==> config.mk <==
export PLATFORM = sky130hd
export DESIGN_NAME = sobel_window
export DESIGN_NICKNAME = d
export VERILOG_FILES = /design/src/rtl/sobel_window.sv
export SDC_FILE = /design/constraint.sdc
export NUM_CORES = 1
export LEC_CHECK = 0
export ABC_AREA = 1
export BUFFER_PORTS_ARGS = -buffer_cell sky130_fd_sc_hd__buf_2
export CAP_MARGIN = 20
export CORE_MARGIN = 1.5
export CORE_UTILIZATION = 40
export DETAILED_ROUTE_END_ITERATION = 16
export PLACE_DENSITY = 0.57
export REMOVE_ABC_BUFFERS = 1
export SYNTH_ARGS = -nofsm -noshare
export SYNTH_HDL_FRONTEND = slang
export SYNTH_SLANG_ARGS = --single-unit
==> constraint.sdc <==
create_clock -name clk -period 3.6 [get_ports clk]
set_input_delay 0.18 -clock clk [delete_from_list [all_inputs] [get_ports clk]]
set_output_delay 0.18 -clock clk [all_outputs]
set_load 0.05 [all_outputs]
==> src/rtl/sobel_window.sv <==
// sobel_window: 3x3 Sobel edge-magnitude stage fed by three stacked line buffers.
// The three 24-bit taps form a 3x3 window and each accepted pixel yields one
// 8-bit output pixel |Gx|+|Gy| for the window centre (x-1, y-1).
// The pipeline is three clocks deep and never stalls.
// Column and row counters flag windows that are incomplete or that straddle
// a line wrap. Those windows are forced to 0.
// Optional macro SOBEL_THRESH_EN: when defined, the magnitude is binarised
// against THRESH (255 if mag >= THRESH, else 0) instead of saturated.
module sobel_window #(
  parameter int WIDTH  = 1920,
  parameter int HEIGHT = 1080,
  parameter int THRESH = 128
) (
  input  logic        clk,
  input  logic        reset,
  input  logic        in_valid,
  input  logic [23:0] row0_pix,
  input  logic [23:0] row1_pix,
  input  logic [23:0] row2_pix,
  output logic        out_valid,
  output logic [7:0]  out_pixel,
  output logic        out_border
);

  localparam int DATA_W = 8;
  localparam int GRAD_W = 11;
  localparam int MAG_W  = 12;
  localparam int COL_W  = $clog2(WIDTH);
  localparam int ROW_W  = $clog2(HEIGHT);

  // Weighted column sum a + 2*c + e, at most 1020, so it fits in 10 bits.
  function automatic logic [9:0] wsum(input logic [DATA_W-1:0] a,
                                      input logic [DATA_W-1:0] c,
                                      input logic [DATA_W-1:0] e);
    return {2'b00, a} + {1'b0, c, 1'b0} + {2'b00, e};
  endfunction

  // Absolute value of a gradient. The range is +/-1020, so 10 bits hold the result.
  function automatic logic [9:0] grad_abs(input logic signed [GRAD_W-1:0] g);
    logic signed [GRAD_W-1:0] n;
    n = -g;
    return g[GRAD_W-1] ? n[9:0] : g[9:0];
  endfunction

  // Saturate the magnitude to the 8-bit pixel range.
  function automatic logic [DATA_W-1:0] sat_mag(input logic [MAG_W-1:0] m);
    return (m > MAG_W'(255)) ? 8'hFF : m[DATA_W-1:0];
  endfunction

  // Binarise the magnitude against THRESH.
  function automatic logic [DATA_W-1:0] bin_mag(input logic [MAG_W-1:0] m);
    return (m >= MAG_W'(THRESH)) ? 8'hFF : 8'h00;
  endfunction

  // Position counters
  logic [COL_W-1:0] col_q, col_d;
  logic [ROW_W-1:0] row_q, row_d;
  logic             col_last, row_last, border_d;

  assign col_last = (col_q == COL_W'(WIDTH - 1));
  assign row_last = (row_q == ROW_W'(HEIGHT - 1));
  assign border_d = (col_q < COL_W'(2)) || (row_q < ROW_W'(2));

  // Advance column/row on each accepted pixel; both wrap together at frame end.
  always_comb begin
    col_d = col_q;
    row_d = row_q;
    if (in_valid) begin
      if (col_last) begin
        col_d = '0;
        row_d = row_last ? '0 : row_q + ROW_W'(1);
      end else begin
        col_d = col_q + COL_W'(1);
      end
    end
  end

  // Counter state register.
  always_ff @(posedge clk) begin
    if (reset) begin
      col_q <= '0;
      row_q <= '0;
    end else begin
      col_q <= col_d;
      row_q <= row_d;
    end
  end

  // ---- S1: capture window and border flag ----
  logic        vld_p1_q;
  logic        border_p1_q;
  logic [23:0] row0_p1_q, row1_p1_q, row2_p1_q;

  // Valid bit of stage 1; cleared on reset so in-flight pixels are dropped.
  always_ff @(posedge clk) begin
    if (reset) vld_p1_q <= 1'b0;
    else       vld_p1_q <= in_valid;
  end

  // Window data and border flag of stage 1; qualified by vld_p1_q.
  always_ff @(posedge clk) begin
    border_p1_q <= border_d;
    row0_p1_q   <= row0_pix;
    row1_p1_q   <= row1_pix;
    row2_p1_q   <= row2_pix;
  end

  // ---- S2: gradients ----
  logic [DATA_W-1:0]        t0, t1, t2, m0, m2, b0, b1, b2;
  logic signed [GRAD_W-1:0] gx_d, gy_d;
  logic signed [GRAD_W-1:0] gx_p2_q, gy_p2_q;
  logic                     vld_p2_q, border_p2_q;

  assign t0 = row2_p1_q[7:0];
  assign t1 = row2_p1_q[15:8];
  assign t2 = row2_p1_q[23:16];
  assign m0 = row1_p1_q[7:0];
  assign m2 = row1_p1_q[23:16];
  assign b0 = row0_p1_q[7:0];
  assign b1 = row0_p1_q[15:8];
  assign b2 = row0_p1_q[23:16];

  // Horizontal and vertical Sobel kernels; the middle tap of row1 has zero weight.
  always_comb begin
    gx_d = signed'({1'b0, wsum(t0, m0, b0)}) - signed'({1'b0, wsum(t2, m2, b2)});
    gy_d = signed'({1'b0, wsum(b2, b1, b0)}) - signed'({1'b0, wsum(t2, t1, t0)});
  end

  // Valid bit of stage 2.
  always_ff @(posedge clk) begin
    if (reset) vld_p2_q <= 1'b0;
    else       vld_p2_q <= vld_p1_q;
  end

  // Gradient registers of stage 2.
  always_ff @(posedge clk) begin
    gx_p2_q     <= gx_d;
    gy_p2_q     <= gy_d;
    border_p2_q <= border_p1_q;
  end

  // ---- S3: magnitude and output ----
  logic [MAG_W-1:0]  mag_d;
  logic [DATA_W-1:0] pix_d;
  logic              vld_p3_q, border_p3_q;
  logic [DATA_W-1:0] pix_p3_q;

  // Sum of absolute gradients, then saturation or binarisation, then border forcing.
  always_comb begin
    mag_d = {2'b00, grad_abs(gx_p2_q)} + {2'b00, grad_abs(gy_p2_q)};
`ifdef SOBEL_THRESH_EN
    pix_d = bin_mag(mag_d);
`else
    pix_d = sat_mag(mag_d);
`endif
    if (border_p2_q) pix_d = '0;
  end

  // Output registers; pixel and border hold their value while no output is valid.
  always_ff @(posedge clk) begin
    if (reset) begin
      vld_p3_q    <= 1'b0;
      pix_p3_q    <= '0;
      border_p3_q <= 1'b0;
    end else begin
      vld_p3_q <= vld_p2_q;
      if (vld_p2_q) begin
        pix_p3_q    <= pix_d;
        border_p3_q <= border_p2_q;
      end
    end
  end

  assign out_valid  = vld_p3_q;
  assign out_pixel  = pix_p3_q;
  assign out_border = border_p3_q;

endmodule

==> impl_results.md, run 1 <==
* Average via count per standard cell at 4.45
* Number of sinks driven by the clock tree at 122
* Biggest fanout along the worst timing path at 4
* Number of nets in the layout at 1025
* Post-layout minimum cycle time at 3.33 ns
* Count of synthesis-stage warnings from yosys at 0
* Die W at 130 µm
* Post-layout worst setup margin at 0.269 ns
* Dominant combinational cell family by area after synthesis: adder cells
* Clk buf depth at 2
* Number of pins with negative max-slew slack in the final report at 0
* Post-synthesis register bit count at 122
* Reported max-cap violation count at 0
* Signal arrival time at the worst endpoint at 3.68 ns
* GRT Resource Usage Total at 16.3%
* XOR/XNOR share of the synthesized area at 5.26%
* Vertical die dimension at 130 µm
* Leak pwr at 3.90 nW
* Category of the most critical setup path: reg2reg
* Number of routed nets with antenna violations at 0
* Number of distinct library cells after synthesis at 41
* Fmax at 300 MHz
* Clock input transition at the sequential cells of the worst setup and hold paths at 0.06 ns
* Final Setup Violations at 0
* Clock skew after layout at 0.0185 ns
* Basic-gate share of the synthesized area counting and, or, nand and nor cells at 16.5%
* Congestion Overflow GR at 0
* Violation count after the first detailed-routing iteration at 244
* Initial Util at 40.9%
* Number of antenna violations at the first check in global routing at 0
* Remaining DRCs at 0
* Total core area at 0.0159 mm²
* Most frequent cells in the layout: sky130_fd_sc_hd__inv_1, sky130_fd_sc_hd__dfxtp_1, sky130_fd_sc_hd__nand2_1, sky130_fd_sc_hd__buf_2, sky130_fd_sc_hd__dlygate4sd3_1
* Complex-gate fraction of the synthesized area at 5.96%
* Placer's final routability congestion estimate at 0.888
* Global-route wire length before repair at 21.6 mm
* Worst Tran Pin Value at 0.512 ns
* First-pass iteration count of the detailed router at 4
* Clk root buf: sky130_fd_sc_hd__clkbuf_16
* Depth of the most critical reg-to-reg path at 12
* Final routed wirelength across all metal layers at 12.1 mm
* Post-synthesis adder-cell area fraction at 26.8%
* Share of post-route cells with drive strength above 1 at 15.1%
* Overall power at 7.13 mW
* Hold Fails Final Rpt at 0
* Fill cells at 1513
* Average wire per cell in the routed design at 11.3 µm
* Pre-CTS worst setup slack at 0.246 ns
* Slowest cell on the critical path: sky130_fd_sc_hd__fa_1
* HPWL Detailed at 9.24 mm
* Critical path data required time at 3.95 ns
* Kind of end point of the critical path: register
* Largest net degree at the start of global routing at 22
* # IOs at 85
* Worst hold stages at 3
* Share of the cycle needed by the critical path after routing at 92.5%
* Leading cell type in the layout, fill and taps excluded: sky130_fd_sc_hd__inv_1
* CTS HTree Levels at 4
* Count of inserted antenna diode cells at 0
* Synthesized cell area at 0.00649 mm²
* Kind of launch point of the worst setup path: register
* Clk_lat worst skew at 0.42 ns
* Setup TNS at 0 ns
* Min Hold Slack at 0.0743 ns
* Total clock buffers created by CTS at 17
* P&R area growth vs syn at 28.9%
* Area of all sequential standard cells at 0.00244 mm²
* Power density over the cells at 853 mW/mm²
* Relative slew margins at 65.4%
* Setup repair after global routing missed its margin: false
* Post-synthesis instance total at 692
* Run status: complete, no violations
* Overall via count from detail_route at 4802
* Share of synthesized area occupied by flip-flops and latches at 37.6%
* Slowest stage delay, CP at 0.53 ns
* Multi-input combinational cell area at 0.00354 mm²
* Port Buf Inserts at 76
* CTS tree: yes
* Mux cell area share after synthesis at 0%
* Worst hold path class: in2reg
* DIE AREA at 0.0170 mm²
* Mean instance size in the synthesized netlist at 9.38 µm²
* Via count of the first global-routing pass at 4988
* Maximum vdd ir drop at 494 µV
* Row count at 46
* Crit-path cells: inv_1 > fa_1 > fa_1 > fa_1 > ha_1 > a21oi_1 > nand2_1 > a31oi_1 > o21ai_0 > nand2_1 > nand2_1 > a21oi_1
-- stage by stage --
stage | cells | utilization [%] | area [µm²]
global route | 1078 | 52.7 | 8360
floorplan | 688 | - | 6470
global placement | 982 | 44.9 | 7130
CTS | 1078 | 52.6 | 8360
detailed placement | 982 | 44.9 | 7130
finish | 1078 | 52.7 | 8360
-- critical path, delay by kind of cell, from the launching register on --
| family | cells | cell delay, ns |
|---|---|---|
| compound gates | 4 | 0.70 |
| fa+ha+maj | 4 | 1.90 |
| buf+inv | 1 | 0.07 |
| flops | 1 | 0.34 |
| simple gates | 3 | 0.24 |
-- cell usage after synthesis --
master	count	area [µm²]
sky130_fd_sc_hd__nand3_1	32	160
sky130_fd_sc_hd__a21oi_1	38	190
sky130_fd_sc_hd__buf_6	1	11.3
sky130_fd_sc_hd__nor3b_1	4	30.0
sky130_fd_sc_hd__inv_2	4	15.0
sky130_fd_sc_hd__clkinv_1	1	3.75
sky130_fd_sc_hd__nand2_2	3	18.8
sky130_fd_sc_hd__inv_1	125	469
sky130_fd_sc_hd__nand3b_1	2	15.0
sky130_fd_sc_hd__o31ai_1	1	7.51
sky130_fd_sc_hd__o211ai_1	2	15.0
sky130_fd_sc_hd__nor2_1	45	169
sky130_fd_sc_hd__nor2_2	2	12.5
sky130_fd_sc_hd__clkbuf_1	2	7.51
sky130_fd_sc_hd__xnor2_1	15	131
sky130_fd_sc_hd__nor3_4	2	32.5
sky130_fd_sc_hd__o41ai_1	2	17.5
sky130_fd_sc_hd__a221oi_1	1	8.76
sky130_fd_sc_hd__a211oi_1	1	7.51
sky130_fd_sc_hd__o21ai_1	2	10.0
sky130_fd_sc_hd__nand4_1	10	62.6
sky130_fd_sc_hd__fa_1	63	1260
sky130_fd_sc_hd__nor4_1	2	12.5
sky130_fd_sc_hd__dfxtp_1	122	2440
sky130_fd_sc_hd__xor2_1	24	210
sky130_fd_sc_hd__nand2_4	2	22.5
sky130_fd_sc_hd__o211a_1	1	10.0
sky130_fd_sc_hd__nor3b_2	1	12.5
sky130_fd_sc_hd__o21ai_2	1	8.76
sky130_fd_sc_hd__a22o_1	1	8.76
sky130_fd_sc_hd__and3b_1	1	8.76
sky130_fd_sc_hd__a31oi_1	4	25.0
sky130_fd_sc_hd__nor4_4	2	42.5
sky130_fd_sc_hd__o21ai_0	14	70.1
sky130_fd_sc_hd__nor3_1	13	65.1
sky130_fd_sc_hd__ha_1	38	475
sky130_fd_sc_hd__or2_2	1	6.26
sky130_fd_sc_hd__buf_1	1	3.75
sky130_fd_sc_hd__nor2_4	1	11.3
sky130_fd_sc_hd__o21bai_1	1	7.51
sky130_fd_sc_hd__nand2_1	104	390
-- layer usage --
layer,share of wire (%),GRT usage [%],vias to the layer above,wire length [µm]
met5,0,0,-,0
met4,0.90,6.46,0,109
met3,3.4,4.64,7,414
met2,48,26.9,86,5780
met1,48,20.3,2207,5830
li1,-,-,2502,-
-- final timing paths --
| check | from | end | slack (ns) |
|---|---|---|---|
| max | row0_p1_q[19]$_DFF_P_ | gx_p2_q[10]$_DFF_P_ | 0.27 |
| min | in_valid | vld_p1_q$_SDFF_PP0_ | 0.07 |
| max reg2reg | row0_p1_q[19]$_DFF_P_ | gx_p2_q[10]$_DFF_P_ | 0.27 |
| min reg2reg | border_p1_q$_DFF_P_ | border_p2_q$_DFF_P_ | 0.32 |
-- where the power goes --
part,switching [mW],internal (mW)
Sequential,0.138,1.55
Combinational,2.21,1.58
Clock,0.647,1.00
-- repair_timing --
action	4_1_cts	5_1_grt
resized for setup	0	2
buffers inserted	0	0
setup endpoints to repair	0	2
hold buffers	64	0
endpoints found under the hold margin	64	0
-- cell type report --
class / count / share of cell area [%]
Clock buffer: 19 / 5.42
Clock inverter: 13 / 1.57
Inverter: 130 / 5.83
Multi-Input combinational cell: 436 / 42.4
Sequential cell: 122 / 29.2
Tap cell: 216 / 3.23
Timing Repair Buffer: 142 / 12.4
-- cells by family after synthesis --
logic type / Yosys count
adder cells (fa/ha/maj): 101
XOR/XNOR: 39
AND/OR/NAND/NOR: 227
AO/OA/AOI/OAI: 69
flip-flops: 122
buffers and inverters: 134
-- sequential cells by signal, indices dropped and copies added, names as in the netlist --
register,cells
vld_p2_q,1
row0_p1_q,24
col_q,11
row1_p1_q,16
row2_p1_q,24
gy_p2_q,11
out_valid,1
gx_p2_q,11
out_border,1
out_pixel,8
border_p2_q,1
row_q,11
vld_p1_q,1
border_p1_q,1
Power figures use the tool's default switching activity.
==> run 2, diff against run 1 <==
--- a/config.mk
+++ b/config.mk
@@ -9,9 +9,9 @@
 export BUFFER_PORTS_ARGS = -buffer_cell sky130_fd_sc_hd__buf_2
 export CAP_MARGIN = 20
 export CORE_MARGIN = 1.5
-export CORE_UTILIZATION = 40
+export CORE_UTILIZATION = 35
 export DETAILED_ROUTE_END_ITERATION = 16
-export PLACE_DENSITY = 0.57
+export PLACE_DENSITY = 0.51
 export REMOVE_ABC_BUFFERS = 1
 export SYNTH_ARGS = -nofsm -noshare
 export SYNTH_HDL_FRONTEND = slang
==> run 2 against run 1 <==
Compared with the run above: final area increased by 0.31%; the run now ends with design-rule violations left; non-clock buffer count unchanged; largest power group unchanged; highest routed layer unchanged; die area increased by 14%; via count about the same; global-route usage decreased by 2.4 points; critical path type unchanged; wire length increased by 0.69%.
==> impl_results.md, run 2 (synthesis results as in run 1) <==
* Clk_lat worst skew at 0.42 ns (about the same)
* Signal arrival time at the worst endpoint at 3.67 ns (was 3.68 ns)
* Biggest fanout along the worst timing path at 3 (was 4)
* Final Setup Violations at 0 (unchanged)
* Placed insts at 995 (was 982)
* Final routed wirelength across all metal layers at 12.2 mm (was 12.1 mm)
* Reported max-cap violation count at 0 (unchanged)
* Terminating pin of the worst hold path: vld_p1_q$_SDFF_PP0_ (unchanged)
* Worst Tran Pin Value at 0.528 ns (was 0.512 ns)
* Hold wc startpoint: in_valid (unchanged)
* Reg-to-reg startpoint: row0_p1_q[18]$_DFF_P_ (was row0_p1_q[19]$_DFF_P_)
* Placed Area at 0.00715 mm² (was 0.00713 mm²)
* Clk root buf: sky130_fd_sc_hd__clkbuf_16 (unchanged)
* Most frequent cells in the layout: sky130_fd_sc_hd__inv_1, sky130_fd_sc_hd__dfxtp_1, sky130_fd_sc_hd__nand2_1, sky130_fd_sc_hd__buf_2, sky130_fd_sc_hd__dlygate4sd3_1 (unchanged)
* Fin area at 0.00839 mm² (was 0.00836 mm²)
* Clk buf depth at 2 (unchanged)
* Largest net degree at the start of global routing at 22 (unchanged)
* Biggest regs: row0_p1_q (24), row2_p1_q (24), row1_p1_q (16) (unchanged)
* Number of sinks driven by the clock tree at 122 (unchanged)
* P&R area growth vs syn at 29.3% (was 28.9%)
* Post-layout worst setup margin at 0.280 ns (was 0.269 ns)
* Worst reg2reg endpoint: gx_p2_q[9]$_DFF_P_ (was gx_p2_q[10]$_DFF_P_)
* Depth of the most critical reg-to-reg path at 11 (was 12)
* # IOs at 85 (unchanged)
* Hold Fails Final Rpt at 0 (unchanged)
* Violations in the final reports: design-rule violations
* Overall via count from detail_route at 4806 (was 4802)
* Number of antenna violations at the first check in global routing at 0 (unchanged)
* Number of nets in the layout at 1025 (unchanged)
* Critical path data required time at 3.95 ns (about the same)
* Multi-input combinational cell area at 0.00354 mm² (unchanged)
* Worst hold path class: in2reg (unchanged)
* Area of all sequential standard cells at 0.00244 mm² (unchanged)
* Maximum vdd ir drop at 477 µV (was 494 µV)
* Count of inserted antenna diode cells at 0 (unchanged)
* Leading cell type in the layout, fill and taps excluded: sky130_fd_sc_hd__inv_1 (unchanged)
* Number of pins with negative max-slew slack in the final report at 0 (unchanged)
* Leak pwr at 3.90 nW (about the same)
* Run status: finished, violations left (was complete, no violations)
* Clock skew after layout at 0.00873 ns (was 0.0185 ns)
* Setup repair after global routing missed its margin: false (unchanged)
* Placer's final routability congestion estimate at 0.857 (was 0.888)
* Global-route wire length before repair at 21.9 mm (was 21.6 mm)
* DIE AREA at 0.0194 mm² (was 0.0170 mm²)
* Kind of launch point of the worst setup path: register (unchanged)
* Worst hold stages at 3 (unchanged)
* Pre-CTS worst setup slack at 0.218 ns (was 0.246 ns)
* Violation count after the first detailed-routing iteration at 175 (was 244)
* Average wire per cell in the routed design at 11.2 µm (was 11.3 µm)
* Via count of the first global-routing pass at 5066 (was 4988)
* Congestion Overflow GR at 0 (unchanged)
* Port Buf Inserts at 76 (unchanged)
* Vertical die dimension at 139 µm (was 130 µm)
* Fmax at 301 MHz (was 300 MHz)
* Total core area at 0.0181 mm² (was 0.0159 mm²)
* Clock input transition at the sequential cells of the worst setup and hold paths at 0.06 ns (about the same)
* Row count at 49 (was 46)
* Post-layout minimum cycle time at 3.32 ns (was 3.33 ns)
* Share of the cycle needed by the critical path after routing at 92.2% (was 92.5%)
* Die W at 139 µm (was 130 µm)
* Category of the most critical setup path: reg2reg (unchanged)
* Kind of end point of the critical path: register (unchanged)
* CTS HTree Levels at 4 (unchanged)
* GRT Resource Usage Total at 14.0% (was 16.3%)
* Power density over the cells at 851 mW/mm² (was 853 mW/mm²)
* Fraction of the core area covered by cells at the end of the flow at 46.4% (was 52.7%)
* Remaining DRCs at 2 (was 0)
* Relative slew margins at 64.7% (was 65.4%)
* CTS tree: yes (unchanged)
* HPWL Detailed at 9.53 mm (was 9.24 mm)
* Average via count per standard cell at 4.41 (was 4.45)
* Share of post-route cells with drive strength above 1 at 15.0% (was 15.1%)
* Fill cells at 1713 (was 1513)
* Number of routed nets with antenna violations at 0 (unchanged)
* Total clock buffers created by CTS at 17 (unchanged)
* Initial Util at 35.9% (was 40.9%)
* Setup TNS at 0 ns (unchanged)
* Register-to-Register Setup Slack at 0.28 ns (was 0.27 ns)
* First-pass iteration count of the detailed router at 11 (was 4)
* Number of non-filler instances in the completed layout at 1091 (was 1078)
* Count of buffers added by post-CTS timing repair for setup at 0 (unchanged)
==> run 2: cell count changes in the layout (fill, tap and decap cells not counted), sizes merged <==
cell,previous run,this run
clkinv,4,7
inv,136,133
clkbuf,19,18
bufinv,1,2
==> run 2: worst max-delay path: stages (launching register included) <==
cell and delay [ns]:
sky130_fd_sc_hd__dfxtp_1 0.35, sky130_fd_sc_hd__inv_1 0.07, sky130_fd_sc_hd__fa_1 0.51, sky130_fd_sc_hd__fa_1 0.52
sky130_fd_sc_hd__fa_1 0.58, sky130_fd_sc_hd__inv_1 0.06, sky130_fd_sc_hd__fa_1 0.46, sky130_fd_sc_hd__o21ai_1 0.19
sky130_fd_sc_hd__buf_4 0.16, sky130_fd_sc_hd__nand4_1 0.08, sky130_fd_sc_hd__o211ai_1 0.12, sky130_fd_sc_hd__xor2_1 0.16
==> run 2: worst max-delay path by stage <==
stage	start	endpoint	slack [ns]	cells past startpoint
floorplan	row0_p1_q[18]$_DFF_P_	gx_p2_q[7]$_DFF_P_	0.39	11
global placement	row2_p1_q[2]$_DFF_P_	gy_p2_q[7]$_DFF_P_	0.21	12
detailed placement	row2_p1_q[2]$_DFF_P_	gy_p2_q[9]$_DFF_P_	0.22	11
CTS	row0_p1_q[0]$_DFF_P_	gy_p2_q[9]$_DFF_P_	0.18	13
global route	row0_p1_q[19]$_DFF_P_	gx_p2_q[10]$_DFF_P_	0.03	12
finish	row0_p1_q[18]$_DFF_P_	gx_p2_q[9]$_DFF_P_	0.28	11
==> run 2: cell type report <==
class	instances	area share, %
multi-input cells	436	42.2
flip-flops and latches	122	29.1
repair buffers	142	12.3
inverters	130	5.82
clock buffers	18	5.11
well taps	229	3.41
clock inverters	14	1.97
==> run 2: where the power goes <==
| part | internal [mW] | switching (mW) | total [mW] | leakage [nW] |
|---|---|---|---|---|
| logic | 1.59 | 2.18 | 3.77 | 2.60 |
| clock network | 1.03 | 0.645 | 1.68 | 0.284 |
| registers | 1.55 | 0.139 | 1.69 | 1.02 |
| total | 4.17 | 2.97 | 7.14 | 3.90 |
==> run 2: timing repair <==
item	CTS	global route
gates resized for setup	0	3
endpoints found under the hold margin	64	0
hold buffers	64	0
endpoints found under the setup margin	0	3
==> run 2: metrics by stage <==
step           hold WS [ns]  power (mW)
2_1_floorplan         0.208        4.66
3_3_place_gp          0.283        5.43
3_5_place_dp          0.284        5.43
4_1_cts              0.0822        7.21
5_1_grt               0.110        7.92
6_report              0.110        7.14
==> run 2: per-layer routing <==
metal / share of wire [%] / GRT usage [%] / vias up
li1: - / - / 2494
met1: 50 / 17.8 / 2214
met2: 46 / 23.1 / 86
met3: 3.6 / 3.73 / 12
met4: 1.1 / 4.42 / 0
met5: 0 / 0 / -
